<file path="config.mk">
export PLATFORM = sky130hd
export DESIGN_NAME = q_update_pipe
export DESIGN_NICKNAME = d
export VERILOG_FILES = /design/src/rtl/q_update_pipe_pkg.sv /design/src/rtl/q_update_pipe_mul.sv /design/src/rtl/q_update_pipe.sv
export SDC_FILE = /design/constraint.sdc
export NUM_CORES = 2
export LEC_CHECK = 0
export BUFFER_PORTS_ARGS = -buffer_cell sky130_fd_sc_hd__buf_4
export CORE_MARGIN = 1.5
export CORE_UTILIZATION = 37
export DETAILED_ROUTE_END_ITERATION = 10
export SYNTH_ARGS = -nofsm -noshare
export SYNTH_HDL_FRONTEND = slang
export SYNTH_SLANG_ARGS = --single-unit
</file>
<file path="constraint.sdc">
create_clock -name clk -period 10.5 [get_ports clk]
set_clock_uncertainty 0.15 [all_clocks]
set_input_delay 2.1 -clock clk [delete_from_list [all_inputs] [get_ports clk]]
set_output_delay 2.1 -clock clk [all_outputs]
set_load 0.03 [all_outputs]
</file>
<file path="src/rtl/q_update_pipe_pkg.sv">
// q_update_pipe_pkg: shared parameters, types and saturating arithmetic for the Q-update pipeline.
package q_update_pipe_pkg;
   localparam int DATA_WIDTH  = 16;
   localparam int FRAC_BITS   = 8;
   localparam int ACTIONS     = 4;
   localparam int STATE_WIDTH = 8;
   localparam int ACT_WIDTH   = $clog2(ACTIONS);
   localparam logic signed [DATA_WIDTH-1:0] Q_ONE = DATA_WIDTH'(1 << FRAC_BITS);
   localparam logic signed [DATA_WIDTH-1:0] Q_MAX = {1'b0, {(DATA_WIDTH-1){1'b1}}};
   localparam logic signed [DATA_WIDTH-1:0] Q_MIN = {1'b1, {(DATA_WIDTH-1){1'b0}}};
   typedef logic signed [DATA_WIDTH-1:0] q_t;
   typedef logic [STATE_WIDTH-1:0] state_t;
   typedef logic [ACT_WIDTH-1:0] act_t;
   typedef struct packed {
      state_t s;
      act_t   a;
   } addr_t;
   // Clamp a DW+1 bit sum: overflow shows as the two top bits disagreeing.
   function automatic q_t sat(input logic signed [DATA_WIDTH:0] x);
      return (x[DATA_WIDTH] != x[DATA_WIDTH-1]) ? (x[DATA_WIDTH] ? Q_MIN : Q_MAX) : q_t'(x[DATA_WIDTH-1:0]);
   endfunction
   function automatic q_t sat_add(input q_t a, input q_t b);
      return sat({a[DATA_WIDTH-1], a} + {b[DATA_WIDTH-1], b});
   endfunction
   function automatic q_t sat_sub(input q_t a, input q_t b);
      return sat({a[DATA_WIDTH-1], a} - {b[DATA_WIDTH-1], b});
   endfunction
endpackage

</file>
<file path="src/rtl/q_update_pipe_mul.sv">
// fx_mul_rs: signed fixed-point multiply, round half toward +inf, saturate back to DW bits.
module fx_mul_rs #(
   parameter int DW = 16,
   parameter int FB = 8
) (
   input  logic signed [DW-1:0] i_a,
   input  logic signed [DW-1:0] i_b,
   output logic signed [DW-1:0] o_p
);
   logic signed [2*DW-1:0] w_prod;
   logic signed [2*DW-1:0] w_rnd;
   logic signed [2*DW-1:0] w_sh;
   logic                   w_ovf;
   assign w_prod = i_a * i_b;
   assign w_rnd  = w_prod + (2*DW)'(1 << (FB-1));
   assign w_sh   = w_rnd >>> FB;
   // In range only when all bits from DW-1 upward are copies of the sign.
   assign w_ovf  = !((&w_sh[2*DW-1:DW-1]) || !(|w_sh[2*DW-1:DW-1]));
   assign o_p    = w_ovf ? (w_sh[2*DW-1] ? {1'b1, {(DW-1){1'b0}}} : {1'b0, {(DW-1){1'b1}}})
                         : w_sh[DW-1:0];
endmodule

</file>
<file path="src/rtl/q_update_pipe.sv">
// q_update_pipe: 3-stage valid/ready Q-learning update, Q += alpha*(r + gamma*maxQ - Q),
// carrying the (state, action) write-back address alongside the value.
module q_update_pipe
   import q_update_pipe_pkg::*;
(
   input  logic                          clk,
   input  logic                          rst,
   input  logic                          in_valid,
   output logic                          in_ready,
   input  logic signed [DATA_WIDTH-1:0]  max_q,
   input  logic signed [DATA_WIDTH-1:0]  q_old,
   input  logic signed [DATA_WIDTH-1:0]  reward,
   input  logic signed [DATA_WIDTH-1:0]  alpha,
   input  logic signed [DATA_WIDTH-1:0]  gamma,
   input  logic        [STATE_WIDTH-1:0] state_in,
   input  logic        [ACT_WIDTH-1:0]   action_in,
   output logic                          out_valid,
   input  logic                          out_ready,
   output logic signed [DATA_WIDTH-1:0]  q_new,
   output logic        [STATE_WIDTH-1:0] state_out,
   output logic        [ACT_WIDTH-1:0]   action_out
);
   logic  r_v1, r_v2, r_v3;
   q_t    r_tgt, r_q1, r_a1;
   q_t    r_td, r_q2, r_a2;
   q_t    r_q3;
   addr_t r_ad1, r_ad2, r_ad3;
   q_t    w_gm, w_atd;
   logic  w_adv;
   // Whole pipe moves in lockstep; bubbles travel like data.
   assign w_adv    = !r_v3 || out_ready;
   assign in_ready = w_adv;
   fx_mul_rs #(.DW(DATA_WIDTH), .FB(FRAC_BITS)) u_mul_gm (
      .i_a(gamma),
      .i_b(max_q),
      .o_p(w_gm)
   );
   fx_mul_rs #(.DW(DATA_WIDTH), .FB(FRAC_BITS)) u_mul_atd (
      .i_a(r_a2),
      .i_b(r_td),
      .o_p(w_atd)
   );
   always_ff @(posedge clk or posedge rst) begin
      if (rst) begin
         r_v1  <= 1'b0;
         r_v2  <= 1'b0;
         r_v3  <= 1'b0;
         r_tgt <= '0;
         r_q1  <= '0;
         r_a1  <= '0;
         r_td  <= '0;
         r_q2  <= '0;
         r_a2  <= '0;
         r_q3  <= '0;
         r_ad1 <= '0;
         r_ad2 <= '0;
         r_ad3 <= '0;
      end else if (w_adv) begin
         r_v1  <= in_valid;
         r_tgt <= sat_add(reward, w_gm);
         r_q1  <= q_old;
         r_a1  <= alpha;
         r_ad1 <= '{s: state_in, a: action_in};
         r_v2  <= r_v1;
         r_td  <= sat_sub(r_tgt, r_q1);
         r_q2  <= r_q1;
         r_a2  <= r_a1;
         r_ad2 <= r_ad1;
         r_v3  <= r_v2;
         r_q3  <= sat_add(r_q2, w_atd);
         r_ad3 <= r_ad2;
      end
   end
   assign out_valid  = r_v3;
   assign q_new      = r_q3;
   assign state_out  = r_ad3.s;
   assign action_out = r_ad3.a;
endmodule

</file>
==> metrics.txt <==
first-pass GRT wire length 112,000 um; commonest non-fill, non-tap cell in the layout inv_1; Syn Std Cell Area 0.0274 mm2; Final Cell Area 0.0308 mm2; CTS tree built; minimum clock period 10.15 ns; Cells after Synth 3,020; row cnt 99; CP Launch Type input pin; worst slack at placement -0.139 ns; gr ovfl total 0; chip width 275 um; worst hold path class flop to flop; Relative slew margins 0.202; cts bufs inserted 17; Synth Area per Inst 9.07 um2; Worst R2R End q_new[13]$_DFFE_PP0P_; WL final 69,300 um; detailed placement HPWL 57,800 um; YS warnings 0; total number of vias 20.0k; register area share after synthesis 0.132; # Max-Cap Violations 0; critical path arrival 10.30 ns; critical path's slowest cell fa_1; beginning of the critical path max_q[4]; Max clock buf depth 2; Slew @ Worst Pin 1.20 ns; largest net degree at the start of global routing 92; CTS H-tree depth 4; clock-pin transition on the worst setup and hold timing paths 0.08 ns; hold buffer count at cts 0; Slew Limit Fails 0; # IOs 122; Worst path depth 37; CP Max Fanout 16; die area 0.0757 mm2; Die Y 275 um; reg2reg start r_a2[9]$_DFFE_PP0P_; count of endpoints failing setup in the final report 0; ant diodes 0; Seq cells post-synth 145; CTS Sinks 145; status finished with violations; Fin Setup TNS 0 ns; core area 0.0731 mm2; CP required 10.65 ns; area leader, netlist fa_1; layout cells sized above 1 0.110; drt via density 4.83; Initial Util 0.375; Reg2Reg Depth 34; Tcrit/Tclk final 0.967; reg-to-reg slack, setup 0.64 ns; Nets 3,987; Fill cells 7,325; placed standard-cell area 0.0300 mm2; Net Count, Synth 3,843; Final WS setup 0.349 ns; Synth top area share 0.385; Detailed Routing Iterations Pass 1 8; WP buf/inv 9; Top FF cell, synth dfrtp_1; Iter 0 DRT Violations 885; worst skew pair latency 0.47 ns; final hold vios 0; I/O Buffers 121; Total GRT Usage 0.190; Critical Path End r_tgt[5]$_DFFE_PP0P_; EDFF count, synth 0; Most common cell on crit path fa_1; failing checks DRC; Netlist cell types 87; vias in the first global route 20.8k; Synth area leaders fa_1, dfrtp_1, ha_1; Slowest Stage Delay on Critical Path 0.54 ns; most frequent cells in the layout inv_1, nand2_1, fa_1; initial antenna violation count 2; largest delay contributor family on the critical path adder cells; # DRC 4; Routed Antenna Nets 0; Achievable Freq 98.5 MHz; CP Capture Type flop; CP Class input pin to flop; Async SR Flop Fraction 1.00; gpl congestion 0.871; mean routed wirelength per cell 16.7 um; Root Driver clkbuf_16; area grow syn2layout 12.2%
## flip-flops by register name (all words and copies together), names as in the netlist
signal,count
r_tgt,16
r_q2,16
r_ad1,10
r_a2,16
r_v2,1
r_v1,1
r_ad2,10
state_out,8
q_new,16
action_out,2
r_a1,16
r_td,16
r_q1,16
out_valid,1
## worst reg2reg max path, delay by kind of cell (launching register included)
kind	cells	cell delay (ns)
DFF	1	0.58
adders and majority gates	9	4.12
buffers and inverters	6	0.66
AOI/OAI and AO/OA	14	3.08
and+or+nand+nor	5	1.16
## through the flow
step                utilization  instances  hold slack, ns
floorplan                     -       3020           0.280
detailed placement        0.410       4096           0.298
global placement          0.410       4096           0.295
global route              0.421       4136           0.331
CTS                       0.418       4128           0.309
finish                    0.421       4136           0.303
## layout make-up
type / count / area, um2 / share of cell area
multi-input combinational: 2142 / 21200 / 0.688
sequential: 145 / 3640 / 0.118
inverter: 623 / 2350 / 0.0764
timing repair buffer: 235 / 1820 / 0.0591
tap: 959 / 1200 / 0.0390
clock buffer: 18 / 429 / 0.0140
clock inverter: 14 / 164 / 0.00533
## how the worst min path moves through the flow
| stage | slack, ns | cells after the start | startpoint | to |
|---|---|---|---|---|
| final | 0.30 | 2 | r_a1[7]$_DFFE_PP0P_ | r_a2[7]$_DFFE_PP0P_ |
| after global routing | 0.33 | 2 | r_a1[7]$_DFFE_PP0P_ | r_a2[7]$_DFFE_PP0P_ |
| after CTS | 0.31 | 2 | r_a1[7]$_DFFE_PP0P_ | r_a2[7]$_DFFE_PP0P_ |
| after detailed placement | 0.30 | 2 | r_v2$_DFFE_PP0P_ | r_v2$_DFFE_PP0P_ |
| after global placement | 0.29 | 2 | r_v2$_DFFE_PP0P_ | r_v2$_DFFE_PP0P_ |
| after floorplan | 0.28 | 2 | r_v2$_DFFE_PP0P_ | r_v2$_DFFE_PP0P_ |
## Yosys cell counts (all sizes together), types with 3 or more instances
cell    count
a21oi      91
a22oi       3
a21boi      3
nand2     538
and2      233
a21o       26
a311oi      4
a41oi       3
nand4       7
maj3       26
o211ai      4
and4        3
and3        9
fa        527
o31ai       6
or3         7
nand2b     25
a31o        3
buf        10
nor3       25
o21ai      87
nor2       78
or2         6
a211oi     12
inv       623
xnor2      59
a221o      15
a221oi      6
ha        202
o221a       3
a31oi      13
nor2b      11
xor2       40
clkbuf    100
o21bai      7
a211o       3
o21a        5
o41ai       3
nand3      17
dfrtp     145
## routing by layer
layer	vias to the layer above	GRT usage	share of wire
li1	9475	-	-
met1	10000	0.255	0.44
met2	361	0.326	0.49
met3	69	0.0219	0.043
met4	4	0.0472	0.020
met5	-	0	0.00048
## logic make-up (layout without fill, tap and decap cells)
kind of cell,count (synthesis),count (layout),synth area share
and+or+nand+nor,967,967,0.164
buffers and inverters,733,890,0.101
muxes,3,3,0.00114
AOI/OAI and AO/OA,318,318,0.0830
xor gates and xnor gates,99,99,0.0319
adders and majority gates,755,755,0.487
DFF,145,145,0.132
## what timing repair did
item                       in CTS  in global routing
buffers inserted                0                  7
resized for setup               0                 34
setup endpoints to repair       0                 31
Power is not shown: default switching activity piles up to over one toggle a cycle in this logic, so the estimate is an artifact.
